<file path="src/rtl/riscv_pkg.sv">
// Shared RV32I encoding constants, format classification and immediate range helper.
// Latency: none (declarations and pure functions only).
// Backpressure: not applicable.
// Contents: opcode localparams, instr_fmt_t, out_state_t, fmt_of(), imm_fits12().
package riscv_pkg;

    localparam logic [6:0] OP_IMM   = 7'b0010011;
    localparam logic [6:0] OP_LOAD  = 7'b0000011;
    localparam logic [6:0] OP_STORE = 7'b0100011;
    localparam logic [6:0] OP_REG   = 7'b0110011;

    typedef enum logic [1:0] {
        FMT_R,
        FMT_I,
        FMT_S,
        FMT_BAD
    } instr_fmt_t;

    typedef enum logic {
        ST_EMPTY,
        ST_FULL
    } out_state_t;

    function automatic instr_fmt_t fmt_of(input logic [6:0] opcode);
        instr_fmt_t fmt;
        case (opcode)
            OP_IMM, OP_LOAD: fmt = FMT_I;
            OP_STORE:        fmt = FMT_S;
            OP_REG:          fmt = FMT_R;
            default:         fmt = FMT_BAD;
        endcase
        return fmt;
    endfunction

    // Signed 12-bit range check: bits [31:11] must all be copies of the sign.
    function automatic logic imm_fits12(input logic [31:0] imm);
        return (imm[31:11] == 21'h0) || (imm[31:11] == 21'h1F_FFFF);
    endfunction

endpackage

</file>
<file path="src/rtl/instr_pack.sv">
// Packs decoded fields into an RV32I R/I/S word and flags range or opcode errors.
// Latency: combinational, zero cycles.
// Backpressure: none; the caller decides when to sample.
// Ports: opcode/rd/rs1/rs2/funct3/funct7/imm in; instr (32b word) and err out.
module instr_pack
    import riscv_pkg::*;
(
    input  logic [6:0]  opcode,
    input  logic [4:0]  rd,
    input  logic [4:0]  rs1,
    input  logic [4:0]  rs2,
    input  logic [2:0]  funct3,
    input  logic [6:0]  funct7,
    input  logic [31:0] imm,
    output logic [31:0] instr,
    output logic        err
);

    instr_fmt_t fmt;
    logic       imm_ok;

    assign fmt    = fmt_of(opcode);
    assign imm_ok = imm_fits12(imm);

    always_comb begin
        instr = 32'h0000_0000;
        err   = 1'b0;
        case (fmt)
            FMT_I: begin
                // Out-of-range immediates still produce a word, truncated to 12 bits.
                instr = {imm[11:0], rs1, funct3, rd, opcode};
                err   = ~imm_ok;
            end
            FMT_S: begin
                instr = {imm[11:5], rs2, rs1, funct3, imm[4:0], opcode};
                err   = ~imm_ok;
            end
            FMT_R: begin
                instr = {funct7, rs2, rs1, funct3, rd, opcode};
            end
            default: begin
                instr = 32'h0000_0000;
                err   = 1'b1;
            end
        endcase
    end

endmodule

</file>
<file path="src/rtl/instr_encoder.sv">
// Instruction encoder: valid/ready field stream in, packed RV32I word + write address out.
// Latency: 1 cycle from input handshake to out_valid.
// Backpressure: single output register; in_ready = EMPTY | out_ready, full rate when out_ready held high.
// Ports: clk/rst; in_valid/in_ready + in_* fields; out_valid/out_ready, out_instr, out_addr, out_err; err_count.
module instr_encoder
    import riscv_pkg::*;
#(
    parameter logic [31:0] BASE_ADDR = 32'h0000_0000
) (
    input  logic        clk,
    input  logic        rst,
    input  logic        in_valid,
    output logic        in_ready,
    input  logic [6:0]  in_opcode,
    input  logic [4:0]  in_rd,
    input  logic [4:0]  in_rs1,
    input  logic [4:0]  in_rs2,
    input  logic [2:0]  in_funct3,
    input  logic [6:0]  in_funct7,
    input  logic [31:0] in_imm,
    output logic        out_valid,
    input  logic        out_ready,
    output logic [31:0] out_instr,
    output logic [31:0] out_addr,
    output logic        out_err,
    output logic [15:0] err_count
);

    out_state_t state_q;
    out_state_t state_d;
    logic       in_hs;
    logic       out_hs;
    logic [31:0] pack_instr;
    logic        pack_err;

    instr_pack u_pack (
        .opcode (in_opcode),
        .rd     (in_rd),
        .rs1    (in_rs1),
        .rs2    (in_rs2),
        .funct3 (in_funct3),
        .funct7 (in_funct7),
        .imm    (in_imm),
        .instr  (pack_instr),
        .err    (pack_err)
    );

    assign out_valid = (state_q == ST_FULL);
    assign in_ready  = (state_q == ST_EMPTY) | out_ready;
    assign in_hs     = in_valid & in_ready;
    assign out_hs    = out_valid & out_ready;

    always_ff @(posedge clk) begin
        if (rst) begin
            state_q <= ST_EMPTY;
        end else begin
            state_q <= state_d;
        end
    end

    always_comb begin
        state_d = state_q;
        case (state_q)
            ST_EMPTY: begin
                if (in_hs) state_d = ST_FULL;
            end
            ST_FULL: begin
                // While FULL an input handshake implies an output handshake,
                // so only the drain-without-refill case leaves FULL.
                if (out_hs && !in_hs) state_d = ST_EMPTY;
            end
            default: state_d = ST_EMPTY;
        endcase
    end

    always_ff @(posedge clk) begin
        if (rst) begin
            out_instr <= 32'h0000_0000;
            out_err   <= 1'b0;
            out_addr  <= BASE_ADDR;
            err_count <= 16'h0000;
        end else begin
            if (in_hs) begin
                out_instr <= pack_instr;
                out_err   <= pack_err;
            end
            // Address tracks the word currently presented; natural 32-bit wrap.
            if (out_hs) begin
                out_addr <= out_addr + 32'd4;
            end
            if (out_hs && out_err && (err_count != 16'hFFFF)) begin
                err_count <= err_count + 16'd1;
            end
        end
    end

endmodule

</file>
<file path="config.mk">
export PLATFORM = sky130hd
export DESIGN_NAME = instr_encoder
export DESIGN_NICKNAME = d
export VERILOG_FILES = /design/src/rtl/riscv_pkg.sv /design/src/rtl/instr_pack.sv /design/src/rtl/instr_encoder.sv
export SDC_FILE = /design/constraint.sdc
export NUM_CORES = 1
export LEC_CHECK = 0
export BUFFER_PORTS_ARGS = -buffer_cell sky130_fd_sc_hd__buf_2
export CORE_MARGIN = 2
export CORE_UTILIZATION = 49
export CTS_CLUSTER_DIAMETER = 120
export CTS_CLUSTER_SIZE = 28
export DETAILED_ROUTE_END_ITERATION = 16
export PLACE_DENSITY = 0.83
export SYNTH_ARGS = -nofsm -noshare
export SYNTH_HDL_FRONTEND = slang
export SYNTH_SLANG_ARGS = --single-unit
</file>
<file path="constraint.sdc">
create_clock -name clk -period 2.2 [get_ports clk]
set_input_delay 0.33 -clock clk [delete_from_list [all_inputs] [get_ports clk]]
set_output_delay 0.33 -clock clk [all_outputs]
set_load 0.01 [all_outputs]
</file>
Word-level counts from Yosys, hierarchy flattened. Cells that the tools add are included.

Flip-flop bits (word level): 82. Output and inout port bits: 83.

Add/sub/neg operators: 2. Eq/ne operators: 8. Muxes and demuxes: 6. Bitwise logic cells: 5. Reductions and logical operators: 9.

Operators with widths (count): $pmux W32 S3 (1); $add A32 B3 Y32 const B (1); $eq A21 B21 Y1 const B (1); $logic_not A21 Y1 (1); $add A16 B1 Y16 const B (1); $ne A16 B16 Y1 const B (1); $eq A7 B6 Y1 const B (2); $eq A7 B2 Y1 const B (1); $eq A7 B5 Y1 const B (1); $pmux W2 S3 (1); $pmux W1 S2 (2); $reduce_or A2 Y1 (2); $logic_and A1 B1 Y1 (3); $and A1 B1 Y1 (2); $eq A2 B1 Y1 const B (1); $eq A2 B2 Y1 const B (1); $logic_not A2 Y1 (1); $mux W1 (2); $not A1 Y1 (2); $logic_not A1 Y1 (1); $logic_or A1 B1 Y1 (1); $or A1 B1 Y1 (1).

Logic depth before layout (Yosys ltp).
Depth after elaboration: 7. Depth in mapped cells: 6. Depth with buffers taken out: 5.

Hierarchy. Synthesis repeated with hierarchy kept, for this count alone.

Cells, all modules: 500. Area total of the unflattened synthesis: 3925.0 um2.

By module, submodules not included: instr_encoder (times used 1, cells each 416, area an instance 3427.0 um2); instr_pack (times used 1, cells each 84, area an instance 498.0 um2).

Worst setup path before layout. Ideal clock, no wire load.

Path type: reg2reg. Start: register out_addr[2]. End: register out_addr[30]. Arrival time: 1920 ps. Data required time: 2079 ps. Setup slack: 159 ps. Stages on the path, launching flop included: 7. Path through: dfxtp_1 ha_1 nand3_1 or3_1 buf_2 nor4_1 mux2_2.

Cells in the longest elaborated chain, start to end: 1.

RTL lines: start: declaration (RTL line instr_encoder.sv:24) `output logic [31:0] out_addr,`; start signal: assignment (RTL line instr_encoder.sv:89) `out_addr <= out_addr + 32'd4;`; $add A32 B3 Y32 (RTL line instr_encoder.sv:89).

Every way passes these cells. A chain may end at the register's enable or synchronous reset.

Worst setup path after layout.
Start: register state_q, in the netlist out_valid. End: register err_count[15].

Cells in the longest elaborated chain, start to end: 3.

RTL lines: start: declaration (RTL line instr_encoder.sv:29) `out_state_t state_q;`; start signal: assignment (RTL line instr_encoder.sv:57) `state_q <= state_d;`; $and A1 B1 Y1 (RTL line instr_encoder.sv:51) `assign out_hs = out_valid & out_ready;`; $logic_and A1 B1 Y1 (2 in a row) (RTL line instr_encoder.sv:91) `if (out_hs && out_err && (err_count != 16'hFFFF)) begin`; end signal: assignment (RTL line instr_encoder.sv:92) `err_count <= err_count + 16'd1;`; end: declaration (RTL line instr_encoder.sv:26) `output logic [15:0] err_count`.

Every way passes these cells.

==> qor.yml <==
firstDrtPassIters: 4
cts-root-buf: "clkbuf_8"
syn_area_per_cell_um2: 8.31
fmax_ghz: 0.477
p_leak_nw: 2.03
numCtsBuffers: 9
synth.area.mux_share_pct: 7.66
cts_tree: "yes"
cp_data_arrival_time_ps: 2330
fillers: 685
syn_to_final_growth_pct: 29.9
dpl.hpwl_um: 7520
fin_tns_setup_ps: 0
antenna_found_initial: 0
track_usage_pct: 24.6
p_per_area_mw_per_mm2: 626
layout.area.seq_mm2: 0.00160
yosysSeqAreaShare_pct: 42.1
drc: 0
cp-start-kind: "flop"
synthCells: 458
synth_compound_area_share_pct: 12.7
hold_viol_final: 0
core_mm2: 0.00761
ant_nets: 0
htree_levels: 3
maxCapViolations: 0
holdBufCountCts: 0
synth_xor_area_share_pct: 2.76
most-common-layout-cells: "buf_2 (148), dfxtp_1 (80), a21oi_1 (54)"
n_antenna_cell: 0
crit_fanout: 9
ir_drop_mv: 0.317
fin_crit_ps: 2090
grt_pass1_vias: 3772
ios: 151
status: "complete, no violations"
crit_type: "flop to flop"
synth-simple-area-share_pct: 29.6
ys_ff_latch: 80
cp_slowest_cell: "or4_1"
drive_above_1_share_pct: 34.7
cp_slowest_stage_delay_ps: 690
yosys_warnings: 0
drt-total-wl_um: 10300
synth_top_family_by_area: "simple AND/OR/NAND/NOR gates"
path_clk_slew_ps: 80
rsz0062_at_grt: "no"
start_util_pct: 50.0
worst_pin_slew_ps: 525
slew_viol_final: 0
overflow: 0
synth_fa_ha_area_share_pct: 0.657
finClkSkew_ps: 9.57
grt_max_degree: 31
grt_pass1_wl_um: 17000
die_area_mm2: 0.00849
finalSetupViolCount: 0
vias_per_cell: 5.61
layout_commonest_cell: "buf_2"
num_vias: 3969
path_cells: "nand3_2 -> or4_1 -> nor4_1 -> mux2_2"
hold_class: "primary input to flop"
fin_nets: 671
post_cts_buffers: 0
multiInputGateArea_mm2: 0.00204
die_x_um: 92.1
post_cts_resized: 0
wl_per_cell_um: 14.6
dpl_worst_slack_ps: 136
synth_cell_types: 40
final_cell_area_mm2: 0.00495
netlist_area_mm2: 0.00381
cts.sinks: 80
setup_ws_ps: 105
dpl_cell_area_mm2: 0.00468
cts_buffer_depth: 2
slew_headroom_pct: 65.0
end_kind: "flop"
port-buffer-count: 148
finalCritPeriodShare_pct: 95.2
drt-initial-drc-count: 175
rows: 32
clk_latency_ps: 350
required_ps: 2430
gp_congestion: 0.833
fp.dieH_um: 92.1
[worst max-delay path, delay by kind of cell (launching register included)]
kind             cells  cell delay [ps]
AND/OR/NAND/NOR      3             1150
flip-flops           1              460
multiplexers         1              370
[layer usage]
layer  track usage (%)  vias to the layer above  part of all wire [%]
met1              29.1                     1863                    42
met4              10.2                        0                   1.2
met2              42.3                      136                    51
met5                 0                        -                     0
li1                  -                     1960                     -
met3              6.24                       10                   6.2
[per-stage QoR]
stage                     hold WS, ps  instances  utilization (%)  power (mW)
after floorplan                   459        459                -        1.60
after global placement            437        692             61.5        1.70
after detailed placement          445        692             61.5        1.71
after CTS                         224        708             65.0        3.12
after global routing              228        708             65.0        3.21
final                             235        708             65.0        3.10
[sequential cells by signal, indices dropped and copies added, names as in the netlist]
name	count
out_err	1
out_valid	1
out_addr	30
out_instr	32
err_count	16
[Yosys cell counts (all sizes together)]
library cell	n	area share, %
o31a	1	0.23
and2	1	0.16
dfxtp	80	42
and4	5	1.2
nor4b	1	0.23
inv	9	0.89
mux2i	1	0.26
nand4bb	1	0.30
nor2b	9	1.5
mux2	25	7.4
or4	18	3.6
a21oi	54	7.1
and3	6	0.99
buf	11	1.4
o311ai	1	0.23
nor2	25	2.5
xor2	2	0.46
xnor2	10	2.3
nand2	46	4.5
o21a	1	0.20
nor4	16	2.8
o21ai	7	0.92
a22oi	1	0.20
o31ai	16	3.2
nand2b	1	0.16
a41o	1	0.26
o41ai	1	0.23
or3	9	1.5
ha	2	0.66
or2	2	0.33
nand4	15	2.5
nand3	51	6.8
conb	1	0.099
nor3	5	0.66
a211oi	1	0.20
clkbuf	22	2.2
[cells by family (layout without fill, tap and decap cells)]
family | count (synthesis) | in the layout
mux | 26 | 26
buf+inv | 42 | 189
flops | 80 | 80
compound gates | 84 | 84
other cells | 1 | 2
simple gates | 211 | 211
xor+xnor | 12 | 12
fa+ha+maj | 2 | 2
[power by group]
| group | internal [mW] | leakage (nW) | switching [mW] |
|---|---|---|---|
| clock network | 0.896 | 0.136 | 0.524 |
| logic | 0.0959 | 1.25 | 0.117 |
| registers | 1.46 | 0.645 | 0.00884 |
[final timing paths]
check | startpoint | end | cells past startpoint | slack [ps]
max | out_valid | err_count[15] | 4 | 110
min | in_funct3[1] | out_instr[13] | 3 | 230
max reg2reg | out_valid | err_count[15] | 4 | 110
min reg2reg | out_instr[13] | out_instr[13] | 2 | 450
[layout make-up]
cell class | instances | share of cell area (%)
multi-input combinational | 337 | 41.3
sequential | 80 | 32.4
timing repair buffer | 164 | 17.7
clock buffer | 10 | 2.78
clock inverter | 6 | 2.63
tap | 102 | 2.58
inverter | 9 | 0.683
Power figures use the tool's default switching activity.
